<file path="config.mk">
export PLATFORM = sky130hd
export DESIGN_NAME = errbit_frame_counter
export DESIGN_NICKNAME = d
export VERILOG_FILES = /design/src/rtl/errbit_cnt_pkg.sv /design/src/rtl/errbit_popcount_lane.sv /design/src/rtl/errbit_frame_counter.sv
export SDC_FILE = /design/constraint.sdc
export NUM_CORES = 2
export LEC_CHECK = 0
export CAP_MARGIN = 20
export CORE_AREA = 2 2 376 378
export CTS_BUF_LIST = sky130_fd_sc_hd__clkbuf_2 sky130_fd_sc_hd__clkbuf_4 sky130_fd_sc_hd__clkbuf_8
export CTS_CLUSTER_DIAMETER = 40
export DETAILED_ROUTE_END_ITERATION = 12
export DIE_AREA = 0 0 378 380
export GPL_ROUTABILITY_DRIVEN = 0
export GPL_TIMING_DRIVEN = 1
export MAX_ROUTING_LAYER = met4
export PLACE_DENSITY = 0.75
export SYNTH_ARGS = -nofsm -noshare
export SYNTH_HDL_FRONTEND = slang
export SYNTH_HIERARCHICAL = 1
export SYNTH_SLANG_ARGS = --single-unit
</file>
<file path="constraint.sdc">
create_clock -name eval_clk -period 10.7 [get_ports eval_clk]
set_input_delay 1.605 -clock eval_clk [delete_from_list [all_inputs] [get_ports eval_clk]]
set_output_delay 1.605 -clock eval_clk [all_outputs]
set_load 0.02 [all_outputs]
</file>
<file path="src/rtl/errbit_cnt_pkg.sv">
// ============================================================================
// errbit_cnt_pkg : shared sizing helpers and saturating add for the counter
// Rev 1.0
// ============================================================================
`default_nettype none

package errbit_cnt_pkg;

  localparam int N_DEF             = 850;
  localparam int ROW_CHUNK_NUM_DEF = 9;
  localparam int LANE_W_DEF        = 128;

  // NUM_LANES for a given chunk/lane width
  function automatic int calc_num_lanes(input int n, input int lane_w);
    return (n + lane_w - 1) / lane_w;
  endfunction

  // Bits needed to hold 0..max_val (LANE_CNT_W, CHUNK_ERR_W, FRAME_ERR_W)
  function automatic int calc_cnt_w(input int max_val);
    return $clog2(max_val + 1);
  endfunction

  // a + b clamped to the all-ones value of a w-bit field
  function automatic logic [63:0] sat_add(input logic [63:0] a,
                                          input logic [63:0] b,
                                          input int          w);
    logic [63:0] max_val;
    logic [64:0] sum;
    max_val = (w >= 64) ? '1 : ((64'd1 << w) - 64'd1);
    sum     = {1'b0, a} + {1'b0, b};
    if (sum > {1'b0, max_val}) begin
      return max_val;
    end
    return sum[63:0];
  endfunction

endpackage

`default_nettype wire

</file>
<file path="src/rtl/errbit_popcount_lane.sv">
// ============================================================================
// errbit_popcount_lane : combinational popcount of one LANE_W-bit lane
// Rev 1.0
// ============================================================================
`default_nettype none

module errbit_popcount_lane #(
  parameter int LANE_W = 128,
  parameter int CNT_W  = 8
) (
  input  logic [LANE_W-1:0] i_bits,
  output logic [CNT_W-1:0]  o_count
);

  always_comb begin
    o_count = '0;
    for (int i = 0; i < LANE_W; i++) begin
      o_count = o_count + CNT_W'(i_bits[i]);
    end
  end

endmodule

`default_nettype wire

</file>
<file path="src/rtl/errbit_frame_counter.sv">
// ============================================================================
// errbit_frame_counter : per-frame error-bit popcount with saturating BER/FER
//                        statistics and a stretched frame_done pulse
// Rev 1.0
// ============================================================================
`default_nettype none

module errbit_frame_counter
  import errbit_cnt_pkg::*;
#(
  parameter int N             = N_DEF,
  parameter int ROW_CHUNK_NUM = ROW_CHUNK_NUM_DEF,
  parameter int LANE_W        = LANE_W_DEF,
  parameter int ERR_POLARITY  = 0,
  parameter int SYN_LATENCY   = 2,
  parameter int TOTAL_W       = 40,
  parameter int FRAME_W       = 32
) (
  input  logic                                    eval_clk,
  input  logic                                    rstn,
  input  logic                                    clear,
  input  logic                                    chunk_valid,
  input  logic                                    chunk_last,
  input  logic [N-1:0]                            hard_chunk,
  output logic                                    busy,
  output logic                                    frame_done,
  output logic [$clog2(N*ROW_CHUNK_NUM+1)-1:0]    frame_err_count,
  output logic                                    len_err,
  output logic [TOTAL_W-1:0]                      total_err_bits,
  output logic [FRAME_W-1:0]                      err_frame_cnt,
  output logic [FRAME_W-1:0]                      frame_cnt
);

  localparam int   NUM_LANES   = calc_num_lanes(N, LANE_W);
  localparam int   PAD_W       = NUM_LANES * LANE_W;
  localparam int   LANE_CNT_W  = calc_cnt_w(LANE_W);
  localparam int   ONES_W      = calc_cnt_w(PAD_W);
  localparam int   CHUNK_ERR_W = calc_cnt_w(N);
  localparam int   FRAME_ERR_W = calc_cnt_w(N * ROW_CHUNK_NUM);
  localparam int   CHUNK_CNT_W = calc_cnt_w(ROW_CHUNK_NUM);
  localparam int   DONE_W      = calc_cnt_w(SYN_LATENCY);
  localparam logic PAD_BIT     = (ERR_POLARITY == 0);

  logic [N-1:0]             r_s0_data;
  logic                     r_s0_valid, r_s0_last;
  logic [LANE_CNT_W-1:0]    r_s1_cnt [NUM_LANES];
  logic                     r_s1_valid, r_s1_last;
  logic [ONES_W-1:0]        r_s2_ones;
  logic                     r_s2_valid, r_s2_last;
  logic [CHUNK_ERR_W-1:0]   r_s3_err;
  logic                     r_s3_valid, r_s3_last;
  logic [FRAME_ERR_W-1:0]   r_acc;
  logic                     r_acc_load, r_acc_done;
  logic [FRAME_ERR_W-1:0]   r_frame_err;
  logic [DONE_W-1:0]        r_done_cnt;
  logic [CHUNK_CNT_W-1:0]   r_chunk_cnt;
  logic                     r_in_frame, r_len_err;
  logic [TOTAL_W-1:0]       r_total;
  logic [FRAME_W-1:0]       r_err_frames, r_frames;

  logic [PAD_W-1:0]         w_padded;
  logic [LANE_CNT_W-1:0]    w_lane_cnt [NUM_LANES];
  logic [ONES_W-1:0]        w_ones_sum;
  logic [CHUNK_ERR_W-1:0]   w_chunk_err;
  logic [FRAME_ERR_W-1:0]   w_acc_next;
  logic [CHUNK_CNT_W-1:0]   w_chunk_cnt_inc;
  logic                     w_len_mismatch;

  // Pad lanes past N with non-error bits; S3 then subtracts from PAD_W so
  // the pad ones cancel out for ERR_POLARITY=0.
  always_comb begin
    w_padded         = PAD_BIT ? {PAD_W{1'b1}} : {PAD_W{1'b0}};
    w_padded[N-1:0]  = r_s0_data;
  end

  generate
    for (genvar l = 0; l < NUM_LANES; l++) begin : g_lane
      errbit_popcount_lane #(
        .LANE_W (LANE_W),
        .CNT_W  (LANE_CNT_W)
      ) u_lane (
        .i_bits  (w_padded[l*LANE_W +: LANE_W]),
        .o_count (w_lane_cnt[l])
      );
    end
  endgenerate

  always_comb begin
    w_ones_sum = '0;
    for (int l = 0; l < NUM_LANES; l++) begin
      w_ones_sum = w_ones_sum + ONES_W'(r_s1_cnt[l]);
    end
  end

  always_comb begin
    if (ERR_POLARITY == 0) begin
      w_chunk_err = CHUNK_ERR_W'(ONES_W'(PAD_W) - r_s2_ones);
    end else begin
      w_chunk_err = CHUNK_ERR_W'(r_s2_ones);
    end
  end

  assign w_acc_next      = r_acc_load ? FRAME_ERR_W'(r_s3_err)
                                      : r_acc + FRAME_ERR_W'(r_s3_err);
  assign w_chunk_cnt_inc = r_chunk_cnt + 1'b1;
  assign w_len_mismatch  = chunk_valid && chunk_last &&
                           (w_chunk_cnt_inc != CHUNK_CNT_W'(ROW_CHUNK_NUM));

  // Datapath pipeline S0..S4; every stage advances each cycle
  always_ff @(posedge eval_clk or negedge rstn) begin
    if (!rstn) begin
      r_s0_data  <= '0;
      r_s0_valid <= 1'b0;
      r_s0_last  <= 1'b0;
      for (int l = 0; l < NUM_LANES; l++) r_s1_cnt[l] <= '0;
      r_s1_valid <= 1'b0;
      r_s1_last  <= 1'b0;
      r_s2_ones  <= '0;
      r_s2_valid <= 1'b0;
      r_s2_last  <= 1'b0;
      r_s3_err   <= '0;
      r_s3_valid <= 1'b0;
      r_s3_last  <= 1'b0;
      r_acc      <= '0;
      r_acc_load <= 1'b1;
      r_acc_done <= 1'b0;
    end else begin
      r_s0_data  <= hard_chunk;
      r_s0_valid <= chunk_valid;
      r_s0_last  <= chunk_valid && chunk_last;
      for (int l = 0; l < NUM_LANES; l++) r_s1_cnt[l] <= w_lane_cnt[l];
      r_s1_valid <= r_s0_valid;
      r_s1_last  <= r_s0_last;
      r_s2_ones  <= w_ones_sum;
      r_s2_valid <= r_s1_valid;
      r_s2_last  <= r_s1_last;
      r_s3_err   <= w_chunk_err;
      r_s3_valid <= r_s2_valid;
      r_s3_last  <= r_s2_last;
      if (r_s3_valid) begin
        r_acc      <= w_acc_next;
        r_acc_load <= r_s3_last;
      end
      r_acc_done <= r_s3_valid && r_s3_last;
    end
  end

  // Frame completion: result register, done stretcher and statistics
  always_ff @(posedge eval_clk or negedge rstn) begin
    if (!rstn) begin
      r_frame_err  <= '0;
      r_done_cnt   <= '0;
      r_total      <= '0;
      r_err_frames <= '0;
      r_frames     <= '0;
    end else begin
      if (r_acc_done) begin
        r_frame_err <= r_acc;
        r_done_cnt  <= DONE_W'(SYN_LATENCY);
      end else if (r_done_cnt != '0) begin
        r_done_cnt  <= r_done_cnt - 1'b1;
      end

      if (clear) begin
        r_total      <= '0;
        r_err_frames <= '0;
        r_frames     <= '0;
      end else if (r_acc_done) begin
        r_total      <= TOTAL_W'(sat_add(64'(r_total), 64'(r_acc), TOTAL_W));
        r_err_frames <= FRAME_W'(sat_add(64'(r_err_frames),
                                         64'(r_acc != '0), FRAME_W));
        r_frames     <= FRAME_W'(sat_add(64'(r_frames), 64'd1, FRAME_W));
      end
    end
  end

  // Input-side frame tracking: chunk count check and busy window
  always_ff @(posedge eval_clk or negedge rstn) begin
    if (!rstn) begin
      r_chunk_cnt <= '0;
      r_in_frame  <= 1'b0;
      r_len_err   <= 1'b0;
    end else begin
      if (chunk_valid) begin
        r_chunk_cnt <= chunk_last ? '0 : w_chunk_cnt_inc;
        r_in_frame  <= !chunk_last;
      end
      if (clear) begin
        r_len_err <= 1'b0;
      end else if (w_len_mismatch) begin
        r_len_err <= 1'b1;
      end
    end
  end

  assign busy            = r_in_frame || r_s0_valid || r_s1_valid ||
                           r_s2_valid || r_s3_valid || r_acc_done;
  assign frame_done      = (r_done_cnt != '0);
  assign frame_err_count = r_frame_err;
  assign len_err         = r_len_err;
  assign total_err_bits  = r_total;
  assign err_frame_cnt   = r_err_frames;
  assign frame_cnt       = r_frames;

endmodule

`default_nettype wire

</file>
==> results.txt <==
post-route ant nets -> 0
Critical Path Sink Type -> flip-flop
die area -> 0.144 mm2
EDFF count, synth -> 0
initial antenna violation count -> 67
# H-tree levels -> 4
Routed WL -> 147000 um
CP dominant cell by count -> fa_1
worst skew pair latency -> 0.91 ns
post-synthesis mux area share -> 0.774%
FF/Latch Area -> 0.0269 mm2
Netlist Area Pre-Place -> 0.0569 mm2
Slew Limit Fails -> 0
area grow syn2layout -> 29.7%
yosys warns -> 6
largest net degree at the start of global routing -> 189
root buffer cell -> clkbuf_8
worst hold margin -> 0.357 ns
Max Fclk -> 0.140 GHz
worst r2r path cells -> 20
number of synthesized register bits -> 1074
arrival time worst endpoint -> 7.95 ns
post-route clock period utilization -> 67.0%
Period minus WS final -> 7.17 ns
CP cell instances -> fa_1, fa_1, inv_1, fa_1, inv_1, fa_1, fa_1, fa_1, fa_1, fa_1, inv_1, fa_1, fa_1, inv_1, ha_1, fa_1, a211oi_2, o21bai_1, a21oi_2, xnor2_1
critical path required time -> 11.49 ns
share of layout cells above drive strength 1 -> 7.56%
Post-CTS Resized -> 0
Worst-path clk slew -> 0.06 ns
Worst path slowest cell -> fa_1
Slew HR -> 27.2%
MaxCap Viol Count -> 0
Multi-input gate area -> 0.0252 mm2
asr flop ratio synth -> 100%
Compound-Gate Fraction of Synth Area -> 4.14%
setup violators final -> 0
IO Count -> 975
Sink Count -> 1074
Worst Setup Start Kind -> flip-flop
R2R setup slack -> 3.53 ns
clk buf depth -> 3
Adder-Cell Fraction of Synth Area -> 34.5%
reg2reg start -> r_s0_data[145]
Mapped Cells -> 4321
CTS Hold Bufs -> 0
Final Net Count -> 7421
Max Clock Skew -> 0.0525 ns
worst hold stages -> 0
setup_tns -> 0 ns
Syn Area/Cell -> 13.2 um2
dpl hpwl -> 120000 um
Top FF cell, synth -> dfrtp_1
CORE AREA -> 0.139 mm2
most common cell after layout, fill and taps aside -> inv_1
drt wl/cell -> 19.3 um
drt initial violations -> 1687
I/O Buffers -> 974
simple-gate area share of the yosys netlist -> 3.45%
via count -> 34.0k
most frequent cells in the layout -> 1285 x inv_1, 1072 x dfrtp_1, 972 x clkdlybuf4s50_1
Fillers -> 11.5k
Yosys cell types -> 80
Hold EP -> r_s2_last
WS Path Type -> reg -> reg
overall routing resource usage -> 21.7%
die height -> 380 um
largest family of logic cells by synthesized area -> adder cells
first-pass GRT wire length -> 224000 um
GRT Residual Overflow -> 0
drc violations -> 0
Synth Area in XOR/XNOR -> 1.03%
slowest cell delay on critical path -> 0.69 ns
status -> complete, no violations
HP Start -> r_s1_last
Num CTS Buffers -> 196
Initial Utilization -> 40.9%
RSZ-0062 raised after global routing -> false
vias in the first global route -> 39.0k
HP Class -> reg -> reg
register area share after synthesis -> 47.2%
reg2reg end -> r_s1_cnt[46]
Post-CTS Setup Bufs -> 0
Die X -> 378 um
Site Rows -> 137
worst slew pin tran -> 1.09 ns
drt first pass iters -> 5
final hold violations -> 0
CTS tree -> built
Max FO, Critical Path -> 3
Avg Vias per Cell -> 4.48
[layer usage]
metal	up-vias	wire [um]	GRT usage, %
met1	17472	54100	24.2
met2	1032	77500	36.7
met4	0	4890	8.31
met5	-	0	-
met3	260	10300	6.33
li1	15227	-	-
[Yosys cell counts, drive strengths merged (3+ instances only)]
library cell	count	share of area (%)
a211oi	54	0.77
a21boi	3	0.040
a21o	31	0.41
a21oi	90	0.85
a311oi	26	0.41
a31o	10	0.15
a31oi	21	0.23
a41o	3	0.053
and2	10	0.11
and3	34	0.38
and4	7	0.11
buf	10	0.11
clkbuf	36	0.24
dfrtp	1073	47
fa	845	30
ha	218	4.8
inv	1285	8.5
mux2	16	0.32
mux2i	26	0.46
nand2	78	0.52
nand2b	3	0.033
nand3	60	0.54
nand4	21	0.27
nor2	129	0.87
nor2b	12	0.14
nor3	25	0.25
nor3b	3	0.040
nor4	7	0.088
o21a	16	0.21
o21ai	60	0.55
o21bai	13	0.17
xnor2	44	0.68
xor2	23	0.35
[state kept, by name, indices dropped and copies added, names as in the netlist, 2 cells and up]
register / count
err_frame_cnt: 32
r_chunk_cnt: 4
total_err_bits: 40
r_s3_err: 10
frame_cnt: 32
r_s0_data: 850
r_acc: 13
r_s2_ones: 10
r_done_cnt: 2
frame_err_count: 13
r_s1_cnt: 56
[worst max path at each step]
| stage | start | to | cells after the start |
|---|---|---|---|
| 6_report | r_s0_data[145] | r_s1_cnt[46] | 20 |
| 5_1_grt | r_s0_data[619] | r_s1_cnt[22] | 26 |
| 4_1_cts | r_s0_data[235] | r_s1_cnt[46] | 26 |
| 3_5_place_dp | r_s0_data[619] | r_s1_cnt[22] | 26 |
| 3_3_place_gp | r_s0_data[235] | r_s1_cnt[46] | 26 |
| 2_1_floorplan | r_s0_data[89] | r_s1_cnt[54] | 22 |
[critical path, delay by kind of cell (launching register included)]
family	cells	cell delay [ns]
flip-flops	1	0.38
AO/OA/AOI/OAI	3	0.51
adder cells (fa/ha/maj)	12	5.80
buffers and inverters	4	0.24
XOR/XNOR	1	0.12
[metrics by stage]
stage	util (%)	cell area [um2]	worst slack (ns)	cells
6_report	53.0	73800	3.53	7594
5_1_grt	53.0	73800	3.33	7594
4_1_cts	52.9	73600	3.55	7535
3_5_place_dp	49.7	69100	3.59	7181
3_3_place_gp	49.7	69100	3.67	7181
2_1_floorplan	-	57100	3.83	4366
[cell type report]
type	instances	area share (%)
clock inverters	66	1.25
clock buffers	288	4.87
diodes	59	0.200
inverters	1286	6.54
flip-flops and latches	1074	36.4
well taps	1876	3.18
repair buffers	985	13.4
multi-input cells	1960	34.1
[kinds of logic after synthesis]
| kind of cell | count (synthesis) |
|---|---|
| compound gates | 345 |
| xor+xnor | 67 |
| fa+ha+maj | 1063 |
| buf+inv | 1332 |
| flops | 1074 |
| mux | 42 |
| other cells | 1 |
| simple gates | 397 |
Power is not shown: default switching activity piles up to over one toggle a cycle in this logic, so the estimate is an artifact.
